$ cat src/rtl/hazard_unit.sv
// hazard_unit -- pipeline hazard controller for a 5-stage in-order core.
//
// Detects load-use hazards, holds the front of the pipeline while a
// multi-cycle multiply/divide occupies EX, and squashes the wrong-path
// instructions behind a taken branch. Keeps two saturating statistics
// counters.
//
// Ports:
//   clock, reset              rising-edge clock, async active-low reset
//   id_rs1/id_rs2             ID-stage source registers
//   id_uses_rs1/id_uses_rs2   source actually read by the ID instruction
//   ex_rd, ex_mem_read        EX-stage destination and load flag
//   ex_is_muldiv              EX instruction is multiply/divide
//   branch_taken              EX resolved a taken branch/jump
//   pc_hold/ifid_hold/idex_hold        hold controls
//   ifid_flush/idex_flush/exmem_flush  bubble requests
//   md_busy                   multiply/divide still occupying EX
//   stall_cycles              saturating count of cycles with pc_hold=1
//   flush_events              saturating count of taken-branch flushes
module hazard_unit #(
  parameter int REG_W     = 4,
  parameter int MD_CYCLES = 4,
  parameter int CNT_W     = 16
) (
  input  logic             clock,
  input  logic             reset,
  input  logic [REG_W-1:0] id_rs1,
  input  logic [REG_W-1:0] id_rs2,
  input  logic             id_uses_rs1,
  input  logic             id_uses_rs2,
  input  logic [REG_W-1:0] ex_rd,
  input  logic             ex_mem_read,
  input  logic             ex_is_muldiv,
  input  logic             branch_taken,
  output logic             pc_hold,
  output logic             ifid_hold,
  output logic             idex_hold,
  output logic             ifid_flush,
  output logic             idex_flush,
  output logic             exmem_flush,
  output logic             md_busy,
  output logic [CNT_W-1:0] stall_cycles,
  output logic [CNT_W-1:0] flush_events
);

  typedef enum logic [1:0] {IDLE, MD_BUSY, FLUSH} state_t;

  // MD_BUSY covers the held cycles after the one spent in IDLE.
  localparam logic [3:0] MD_LOAD = 4'(MD_CYCLES - 2);
  localparam logic [CNT_W-1:0] CNT_MAX = '1;

  state_t     state_q, state_d;
  logic [3:0] cnt_q, cnt_d;
  logic       supp_q, supp_d;   // blocks re-trigger by the same muldiv
  logic       flush_inc;
  logic       load_use;

  assign load_use = ex_mem_read && (ex_rd != '0) &&
                    ((id_uses_rs1 && (id_rs1 == ex_rd)) ||
                     (id_uses_rs2 && (id_rs2 == ex_rd)));

  always_comb begin
    state_d     = state_q;
    cnt_d       = cnt_q;
    supp_d      = 1'b0;
    flush_inc   = 1'b0;
    pc_hold     = 1'b0;
    ifid_hold   = 1'b0;
    idex_hold   = 1'b0;
    ifid_flush  = 1'b0;
    idex_flush  = 1'b0;
    exmem_flush = 1'b0;
    md_busy     = 1'b0;
    // Outputs are gated by reset so they drop the instant reset asserts,
    // even if inputs would otherwise raise them from IDLE.
    if (reset) begin
      unique case (state_q)
        IDLE: begin
          if (branch_taken) begin
            ifid_flush = 1'b1;
            idex_flush = 1'b1;
            flush_inc  = 1'b1;
            state_d    = FLUSH;
          end else if (ex_is_muldiv && !supp_q) begin
            pc_hold     = 1'b1;
            ifid_hold   = 1'b1;
            idex_hold   = 1'b1;
            exmem_flush = 1'b1;
            if (MD_LOAD == 4'd0) begin
              // Only one held cycle: go straight to the suppressed IDLE.
              supp_d = 1'b1;
            end else begin
              state_d = MD_BUSY;
              cnt_d   = MD_LOAD;
            end
          end else if (load_use) begin
            pc_hold    = 1'b1;
            ifid_hold  = 1'b1;
            idex_flush = 1'b1;
          end
        end
        MD_BUSY: begin
          pc_hold     = 1'b1;
          ifid_hold   = 1'b1;
          idex_hold   = 1'b1;
          exmem_flush = 1'b1;
          md_busy     = 1'b1;
          if (cnt_q <= 4'd1) begin
            state_d = IDLE;
            cnt_d   = 4'd0;
            supp_d  = 1'b1;
          end else begin
            cnt_d = cnt_q - 4'd1;
          end
        end
        FLUSH: begin
          ifid_flush = 1'b1;
          state_d    = IDLE;
        end
        default: state_d = IDLE;
      endcase
    end
  end

  always_ff @(posedge clock or negedge reset) begin
    if (!reset) begin
      state_q      <= IDLE;
      cnt_q        <= 4'd0;
      supp_q       <= 1'b0;
      stall_cycles <= '0;
      flush_events <= '0;
    end else begin
      state_q <= state_d;
      cnt_q   <= cnt_d;
      supp_q  <= supp_d;
      if (pc_hold && (stall_cycles != CNT_MAX))
        stall_cycles <= stall_cycles + 1'b1;
      if (flush_inc && (flush_events != CNT_MAX))
        flush_events <= flush_events + 1'b1;
    end
  end

endmodule
$ cat config.mk
export PLATFORM = sky130hd
export DESIGN_NAME = hazard_unit
export DESIGN_NICKNAME = d
export VERILOG_FILES = /design/src/rtl/hazard_unit.sv
export SDC_FILE = /design/constraint.sdc
export NUM_CORES = 1
export LEC_CHECK = 0
export ABC_AREA = 1
export BUFFER_PORTS_ARGS = -buffer_cell sky130_fd_sc_hd__buf_4
export CORE_MARGIN = 2
export CORE_UTILIZATION = 54
export DETAILED_ROUTE_END_ITERATION = 8
export PLACE_DENSITY = 0.87
export SLEW_MARGIN = 20
export SYNTH_ARGS = -nofsm -noshare
export SYNTH_HDL_FRONTEND = slang
export SYNTH_SLANG_ARGS = --single-unit
$ cat constraint.sdc
create_clock -name clock -period 2.22 [get_ports clock]
set_clock_uncertainty 0.05 [all_clocks]
set_input_delay 0.333 -clock clock [delete_from_list [all_inputs] [get_ports clock]]
set_output_delay 0.333 -clock clock [all_outputs]
set_load 0.1 [all_outputs]
* Yosys cells after proc, flatten, opt, wreduce, memory -nomap -nowiden *
Cells that the tools add are included.

word-level totals
  bits in latches = 0
  memories = 0
  output and inout port bits = 39
  bits in writable memories = 0
  bits in registers = 39
  memory bits (read-only) = 0
  word-level logic and storage cells = 64

operators by class
  bitwise logic cells = 0
  equality and inequality tests = 10
  shift-type cells = 0
  add/sub/neg operators = 3
  $mul = 0
  mux-type cells = 31
  magnitude comparators = 1
  divide/modulo/power cells = 0
  reductions and logical operators = 14

operator list
  kind                     number
  $add A16 B1 Y16 const B  2
  $ne A16 B16 Y1 const B   2
  $mux W1                  20
  $mux W4                  3
  $eq A4 B4 Y1             2
  $pmux W4 S2              1
  $logic_and A1 B1 Y1      7
  $mux W2                  3
  $ne A2 B2 Y1 const B     3
  $pmux W1 S2              3
  $le A4 B1 Y1 const B     1
  $pmux W2 S2              1
  $reduce_and A4 Y1        1
  $reduce_bool A4 Y1       1
  $sub A4 B1 Y4 const B    1
  $ne A3 B3 Y1 const B     1
  $reduce_and A3 Y1        1
  $eq A2 B1 Y1 const B     1
  $eq A2 B2 Y1 const B     1
  $logic_not A2 Y1         1
  $reduce_bool A2 Y1       1
  $logic_not A1 Y1         1
  $logic_or A1 B1 Y1       1

* Longest topological paths before layout *
Gate-level depths: netlist of run 1.

  depth after elaboration = 10
  mapped depth = 12
  depth with buffers taken out = 11

* Worst setup path after synthesis of run 1 *
OpenSTA, ideal clock, no wires.

  path kind = input -> output
  from = input port ex_rd[0]
  to = output port idex_flush
  cell stages on the path = 7
  path slack = -1,017 ps
  arrival = 2,854 ps
  path through = inv_1 > nor2_1 > nor2_1 > nand3_1 > nand2_1 > nand2_1 > o21ai_0

between the ends
  word-level cells in the longest chain between the ends = 9
  elaborated cells between the ends (all ways) = 13
  those cells by class = eq/ne (2); mux (5); reduce/logical (6)

RTL lines
  what                                           RTL line  text
  start: declaration                             31        input logic [REG_W-1:0] ex_rd,
  $eq A4 B4 Y1, on equally long branches         59, 60
  $logic_and A1 B1 Y1, on equally long branches  59, 60
  $logic_or A1 B1 Y1                             59        ((id_uses_rs1 && (id_rs1 == ex_rd)) ||
  $logic_and A1 B1 Y1 *                          58        assign load_use = ex_mem_read && (ex_rd != '0) &&
  $mux W1 *                                      96        end else if (load_use) begin
  $mux W1 *                                      84        end else if (ex_is_muldiv && !supp_q) begin
  $mux W1 *                                      79        if (branch_taken) begin
  $mux W1 *                                      77        unique case (state_q)
  $mux W1 *                                      76        if (reset) begin
  end: declaration                               39        output logic idex_flush,

Mark *: on every way between the ends. The rest lies on a longest branch, timed or not.

* Final worst setup path of run 1 *
  from = register state_q[1]
  to = output port ifid_hold

between the ends
  word-level cells in the longest chain between the ends = 3
  elaborated cells between the ends (all ways) = 4
  those cells by class = eq/ne (1); mux (2); reduce/logical (1)

RTL lines
  what                                              RTL line  text
  start: declaration                                52        state_t state_q, state_d;
  start signal: assignment                          133       state_q <= state_d;
  $eq A2 B1 Y1 or $logic_not A2 Y1 (tied branches)  77
  $pmux W1 S2 *                                     77
  $mux W1 *                                         76
  end: declaration                                  36        output logic ifid_hold,

Marked as above.

==> flow_metrics.py, run 1 <==
metrics = {
    "grt": {
        "track_usage": 0.2440,
        "grt_pass1_vias": 2183,
        "antenna_found_initial": 0,
        "grt_max_degree": 31,
        "grt_pass1_wl_um": 9770,
        "overflow": 0,
    },
    "floorplan": {
        "dieArea_um2": 5001,
        "die_y_um": 70.72,
        "die_w_um": 70.72,
        "ios": 58,
        "row_count": 24,
        "start_util": 0.5558,
        "coreArea_um2": 4324,
    },
    "detailed_routing": {
        "drcViolationCount": 0,
        "drtIter0Drc": 129,
        "ant_nets": 0,
        "drt_pass1_iterations": 5,
        "via_count": 2298,
        "drt-wirelength-per-cell_um": 13.25,
        "vias_per_cell": 5.271,
        "routed_wl_um": 5775,
    },
    "power_and_ir_drop": {
        "swShare": 0.5235,
        "p_switching_w": 0.001900,
        "power_frac_comb": 0.506,
        "p_int_w": 0.001730,
        "p_seq_frac": 0.298,
        "pwr_density_cell_nw_per_um2": 1196,
        "peakVddDrop_mv": 1.029,
        "pwr-share-clk": 0.197,
        "p_leak_nw": 1.564,
    },
    "clocking": {
        "cts_inserted_buffers": 5,
        "clk_pin_slew_worst_paths_ns": 0.08,
        "cts_sinks": 39,
        "clk_path_buf_depth": 2,
        "cts_tree": "done",
        "cts_root_buf": "clkbuf_8",
        "htreeDepth": 2,
        "worstSkewPairLatency_ns": 0.30,
    },
    "synth": {
        "syn-instance-count": 323,
        "synth_fa_ha_area_frac": 0.02082,
        "synth_edf_count": 0,
        "syn_area_um2": 2404,
        "yosys.area_share.xor_xnor": 0.1130,
        "synth.distinct_cells": 26,
        "yosysSeqAreaShare": 0.4060,
        "synth_warnings": 0,
        "ys_seq_elements": 39,
        "avgSynthCellArea_um2": 7.441,
        "synthSimpleGateAreaFrac": 0.3451,
        "syn_nets": 346,
        "synth_top_family_by_area": "simple AND/OR/NAND/NOR gates",
        "muxShareOfSynthArea": 0,
        "synth-compound-area-share": 0.03800,
        "synth-main-ff-cell": "dfrtp_1",
        "synth_async_sr_flop_share": 1.000,
    },
    "timing": {
        "worst_slack_ns": 0.1529,
        "fmax_ghz": 0.4838,
        "setup_viol": 0,
        "slew_headroom": 0.6221,
        "fin_crit_ns": 2.067,
        "min_period_over_period": 0.9311,
        "drv_slew": 0,
        "rsz0062_at_grt": "false",
        "worst_pin_slew_ns": 0.5598,
        "hold_viol": 0,
    },
    "placement": {
        "place_hpwl_um": 4063,
        "place_congestion": 0.8850,
        "place_ws_ns": 0.2353,
        "portBuffers": 57,
    },
    "layout": {
        "drive_above_1_share": 0.2266,
        "area_growth_pct": 26.29,
        "multiInputGateArea_um2": 1250,
        "ff_latch_area_um2": 994.7,
        "final_core_util": 0.7020,
        "antenna_cells": 0,
        "fin_nets": 406,
        "nFillCells": 355,
    },
    "worst_setup_path": {
        "slowest_stage": "dfrtp_1",
        "r2r-start": "stall_cycles[1]",
        "cp.required_ns": 1.84,
        "ff2ff_setup_slack_ns": 0.22,
        "critPathMaxStageDelay_ns": 0.43,
        "startpoint_type": "register",
        "endpoint_kind": "primary output",
        "cp_max_fo": 6,
        "crit_type": "register to primary output",
        "worstPathCellList": "nor2_1 -> nand2_1 -> nor2_1 -> nand3_1 -> nand2_1 -> buf_4",
        "crit_start": "state_q[1]",
        "arrival_ns": 1.68,
        "reg2reg_depth": 8,
        "r2r-end": "stall_cycles[8]",
    },
    "run": {
        "drv_cap": 0,
    },
    "min_path": {
        "hold_path_class": "input pin to asynchronous set/reset pin",
    },
    "run_status": {
        "status": "complete, no violations",
    },
}
[area by class of cell]
type / instances / area share
clock inverter: 2 / 0.01979
inverter: 37 / 0.04617
multi-input combinational: 240 / 0.4118
clock buffer: 6 / 0.02391
sequential: 39 / 0.3277
timing repair buffer: 60 / 0.1492
tap: 52 / 0.02143
[routing by layer]
layer	vias to the layer above	GRT usage	wire length [um]
met4	0	0.1006	106
met2	95	0.4102	2853
li1	1140	-	-
met5	-	0	0
met1	1050	0.3038	2387
met3	13	0.05556	428
[flip-flops by register name, summed over array words and instances (netlist names)]
name	flops
flush_events	16
stall_cycles	16
cnt_q	4
state_q	2
supp_q	1
[layout by cell type (no fill, tap or decap), types with 5 or more instances in the layout]
cell and instances:
buf_4 59, clkbuf_8 5, dfrtp_1 28, dfrtp_2 9
inv_1 33, nand2_1 96, nand3_1 37, nor2_1 29
nor3_1 15, o21ai_0 11, xnor2_1 9, xor2_1 22
[critical path: cells and delay by family, from the launching register on]
family                 cells  cell delay [ns]
and+or+nand+nor            5             0.65
buffers and inverters      1             0.31
DFF                        1             0.43
[cells in the mapped netlist, types with 2 or more instances]
master | number | area, um^2
xnor2_1 | 9 | 78.83
inv_1 | 33 | 123.9
dfrtp_1 | 39 | 975.9
nor2_1 | 30 | 112.6
buf_4 | 2 | 15.01
nand3_1 | 37 | 185.2
clkinv_1 | 2 | 7.510
nor3_1 | 16 | 80.08
nand4_1 | 3 | 18.77
o21ai_0 | 12 | 60.06
nand2_1 | 96 | 360.4
inv_2 | 2 | 7.510
a21oi_1 | 2 | 10.01
ha_1 | 4 | 50.05
buf_2 | 4 | 20.02
xor2_1 | 22 | 192.7
[repair_timing]
action,4_1_cts,5_1_grt
endpoints found under the hold margin,9,0
hold buffers,1,0
resized for setup,0,0
buffers inserted,0,0
setup endpoints to repair,0,0
[metrics by stage]
step / area, um^2 / total power (W) / std cells / hold WS, ns / TNS, ns
after floorplan: 2434 / 0.002518 / 323 / -0.01259 / -0.2614
after global placement: 2893 / 0.002873 / 427 / 0.1311 / 0
after detailed placement: 2893 / 0.002904 / 427 / 0.1339 / 0
after CTS: 3035 / 0.003632 / 436 / 0.06188 / 0
after global routing: 3035 / 0.003799 / 436 / 0.07932 / 0
final: 3035 / 0.003629 / 436 / 0.04443 / 0
[cell families after synthesis]
| kind of cell | after synthesis |
|---|---|
| adders and majority gates | 4 |
| and+or+nand+nor | 188 |
| xor gates and xnor gates | 31 |
| AOI/OAI and AO/OA | 17 |
| buffers and inverters | 44 |
| DFF | 39 |
[power groups by stage]
| stage | sequential, W | combinational (W) | clock (W) |
|---|---|---|---|
| floorplan | 0.00178 | 0.000737 | 0 |
| global placement | 0.00108 | 0.00179 | 0 |
| detailed placement | 0.00108 | 0.00182 | 0 |
| CTS | 0.00108 | 0.00184 | 0.000720 |
| global route | 0.00111 | 0.00194 | 0.000749 |
| finish | 0.00108 | 0.00184 | 0.000714 |
[worst max-delay path by stage]
stage	cells past startpoint	slack, ns	end
2_1_floorplan	7	-0.26	idex_flush
3_3_place_gp	8	0.30	stall_cycles[5]
3_5_place_dp	8	0.24	flush_events[10]
4_1_cts	6	0.15	ifid_hold
5_1_grt	6	0.03	pc_hold
6_report	6	0.15	ifid_hold
Note: power is estimated with default switching activity, not from simulation.
==> run 2, diff against run 1 <==
- ABC_AREA: 1 -> not set
- CORE_UTILIZATION: 54 -> 53
- GPL_ROUTABILITY_DRIVEN: not set -> 0
==> flow_metrics.py, run 2 <==
metrics = {
    "run_status": {
        "status": "complete, no violations",
    },
    "power_and_ir_drop": {
        "peakVddDrop_mv": 0.7408,
        "pwr_density_cell_nw_per_um2": 1070,
        "power_w": 0.003162,
        "p_leak_nw": 1.347,
    },
    "timing": {
        "fmax_ghz": 0.4750,
        "drv_slew": 0,
        "setup_viol": 0,
        "whs_ns": 0.01841,
        "hold_viol": 0,
        "min_period_over_period": 0.9483,
        "setup_tns_ns": 0,
        "rsz0062_at_grt": "false",
        "fin_crit_ns": 2.105,
        "worst_pin_slew_ns": 0.3698,
        "worst_slack_ns": 0.1148,
        "slew_headroom": 0.7516,
    },
    "floorplan": {
        "die_w_um": 68.84,
        "start_util": 0.5531,
        "row_count": 23,
        "die_y_um": 68.84,
        "dieArea_um2": 4739,
        "coreArea_um2": 4029,
        "ios": 58,
    },
    "worst_setup_path": {
        "path_common_cell": "buf_4",
        "critical_path_depth": 4,
        "ff2ff_setup_slack_ns": 0.16,
        "cp.required_ns": 1.84,
        "arrival_ns": 1.72,
        "r2r-end": "flush_events[14]",
        "crit_start": "state_q[0]",
        "reg2reg_depth": 6,
        "crit_family": "buffers and inverters",
        "crit_path_end": "idex_flush",
        "crit_type": "register to primary output",
        "endpoint_kind": "primary output",
        "cp_max_fo": 5,
        "slowest_stage": "dfrtp_1",
        "startpoint_type": "register",
        "r2r-start": "flush_events[3]",
        "critPathMaxStageDelay_ns": 0.43,
        "critPathBufInv": 2,
        "worstPathCellList": "nor3b_2 -> buf_4 -> a21boi_1 -> buf_4",
    },
    "grt": {
        "grt_pass1_vias": 1812,
        "track_usage": 0.2323,
        "antenna_found_initial": 0,
        "overflow": 0,
        "grt_max_degree": 31,
        "grt_pass1_wl_um": 8190,
    },
    "detailed_routing": {
        "drtIter0Drc": 137,
        "ant_nets": 0,
        "vias_per_cell": 5.434,
        "routed_wl_um": 4790,
        "drt_pass1_iterations": 4,
        "drcViolationCount": 0,
        "drt-wirelength-per-cell_um": 14.34,
        "via_count": 1815,
    },
    "layout": {
        "mostFrequentLayoutCells": "67 x buf_4, 23 x xor2_1, 21 x nand2_1",
        "area_growth_pct": 32.62,
        "fin_nets": 306,
        "final_area_um2": 2955,
        "layout_commonest_cell": "buf_4",
        "nFillCells": 293,
        "drive_above_1_share": 0.4331,
        "antenna_cells": 0,
        "reg_top3": "flush_events (16), stall_cycles (16), cnt_q (4)",
    },
    "placement": {
        "place_hpwl_um": 3620,
        "place_ws_ns": -0.04165,
        "dpl_cell_area_um2": 2845,
        "portBuffers": 57,
    },
    "synth": {
        "yosysMostFrequentCell": "dfrtp_1",
        "yosysSeqAreaShare": 0.4380,
        "syn_nets": 236,
        "synth.distinct_cells": 46,
        "synth_area_leaders": "dfrtp_1 44%, xor2_1 9.0%, xnor2_1 3.9%",
        "synth_top_area_frac": 0.4380,
        "synth-main-ff-cell": "dfrtp_1",
        "syn-instance-count": 213,
        "avgSynthCellArea_um2": 10.46,
        "synth_common_cells": "39 x dfrtp_1, 23 x xor2_1, 22 x nand2_1, 14 x nor2_1, 13 x nand3_1",
        "synth_async_sr_flop_share": 1.000,
        "synth_warnings": 0,
        "ys_seq_elements": 39,
        "synth_top_area_cell": "dfrtp_1",
        "syn_area_um2": 2228,
        "synth_edf_count": 0,
    },
    "clocking": {
        "worstSkewPairLatency_ns": 0.29,
        "cts_sinks": 39,
        "clk_path_buf_depth": 2,
        "htreeDepth": 2,
        "cts_tree": "done",
        "cts_root_buf": "clkbuf_8",
        "clk_pin_slew_worst_paths_ns": 0.07,
        "cts_inserted_buffers": 5,
    },
    "min_path": {
        "hold_path_class": "input pin to asynchronous set/reset pin",
    },
    "run": {
        "drv_cap": 0,
    },
}
-- run 2: cell count changes after synthesis, moves of 7 or more --
cell / change
nand3_1: -24
nand2_1: -74
inv_1: -23
nor2_1: -16
nor3_1: -14
a21oi_1: +7
-- run 2: what timing repair did --
item | 4_1_cts | 5_1_grt
setup buffers | 1 | 0
resized for setup | 0 | 1
pin swaps | 1 | 0
hold endpoints to repair | 13 | 0
cloned | 0 | 0
endpoints found under the setup margin | 2 | 3
hold buffers | 1 | 0
-- run 2: cell families (layout without fill, tap and decap cells) --
family | count (synthesis) | after routing | share of synthesized area
and+or+nand+nor | 79 | 79 | 0.2089
DFF | 39 | 39 | 0.4380
AOI/OAI and AO/OA | 38 | 38 | 0.1460
xor gates and xnor gates | 33 | 33 | 0.1297
buffers and inverters | 16 | 87 | 0.03481
adders and majority gates | 4 | 4 | 0.02246
muxes | 4 | 4 | 0.02021
-- run 2: worst min-delay path by stage --
stage	startpoint	endpoint	slack (ns)
global route	reset	flush_events[3]	0.05
CTS	reset	stall_cycles[6]	0.02
global placement	reset	cnt_q[3]	0.26
floorplan	reset	cnt_q[0]	-0.01
detailed placement	reset	cnt_q[0]	0.26
finish	reset	state_q[0]	0.02
-- run 2: area by class of cell --
| class | count | area (um^2) | area share |
|---|---|---|---|
| Clock buffer | 5 | 68.82 | 0.02329 |
| Tap cell | 50 | 62.56 | 0.02117 |
| Multi-Input combinational cell | 158 | 1222 | 0.4136 |
| Inverter | 10 | 41.29 | 0.01397 |
| Timing Repair Buffer | 69 | 533.0 | 0.1804 |
| Clock inverter | 3 | 15.01 | 0.005080 |
| Sequential cell | 39 | 1012 | 0.3425 |
-- run 2: per-layer routing --
layer / vias to the layer above / global-route usage / share of wire
li1: 883 / - / -
met5: - / 0 / 0
met1: 875 / 0.2841 / 0.42
met3: 7 / 0.05357 / 0.042
met4: 0 / 0.07598 / 0.014
met2: 50 / 0.4038 / 0.52
-- run 2: per-stage QoR --
| step | utilization | instances |
|---|---|---|
| 3_3_place_gp | 0.7062 | 324 |
| 5_1_grt | 0.7335 | 334 |
| 3_5_place_dp | 0.7062 | 324 |
| 4_1_cts | 0.7314 | 334 |
| 6_report | 0.7335 | 334 |
| 2_1_floorplan | - | 213 |
-- run 2: report_power, final --
part / total [W] / internal (W) / switching [W] / leakage [nW]
sequential: 0.00105 / 0.000873 / 0.000180 / 0.476
combinational: 0.00166 / 0.000410 / 0.00125 / 0.824
clock: 0.000453 / 0.000215 / 0.000238 / 0.0477
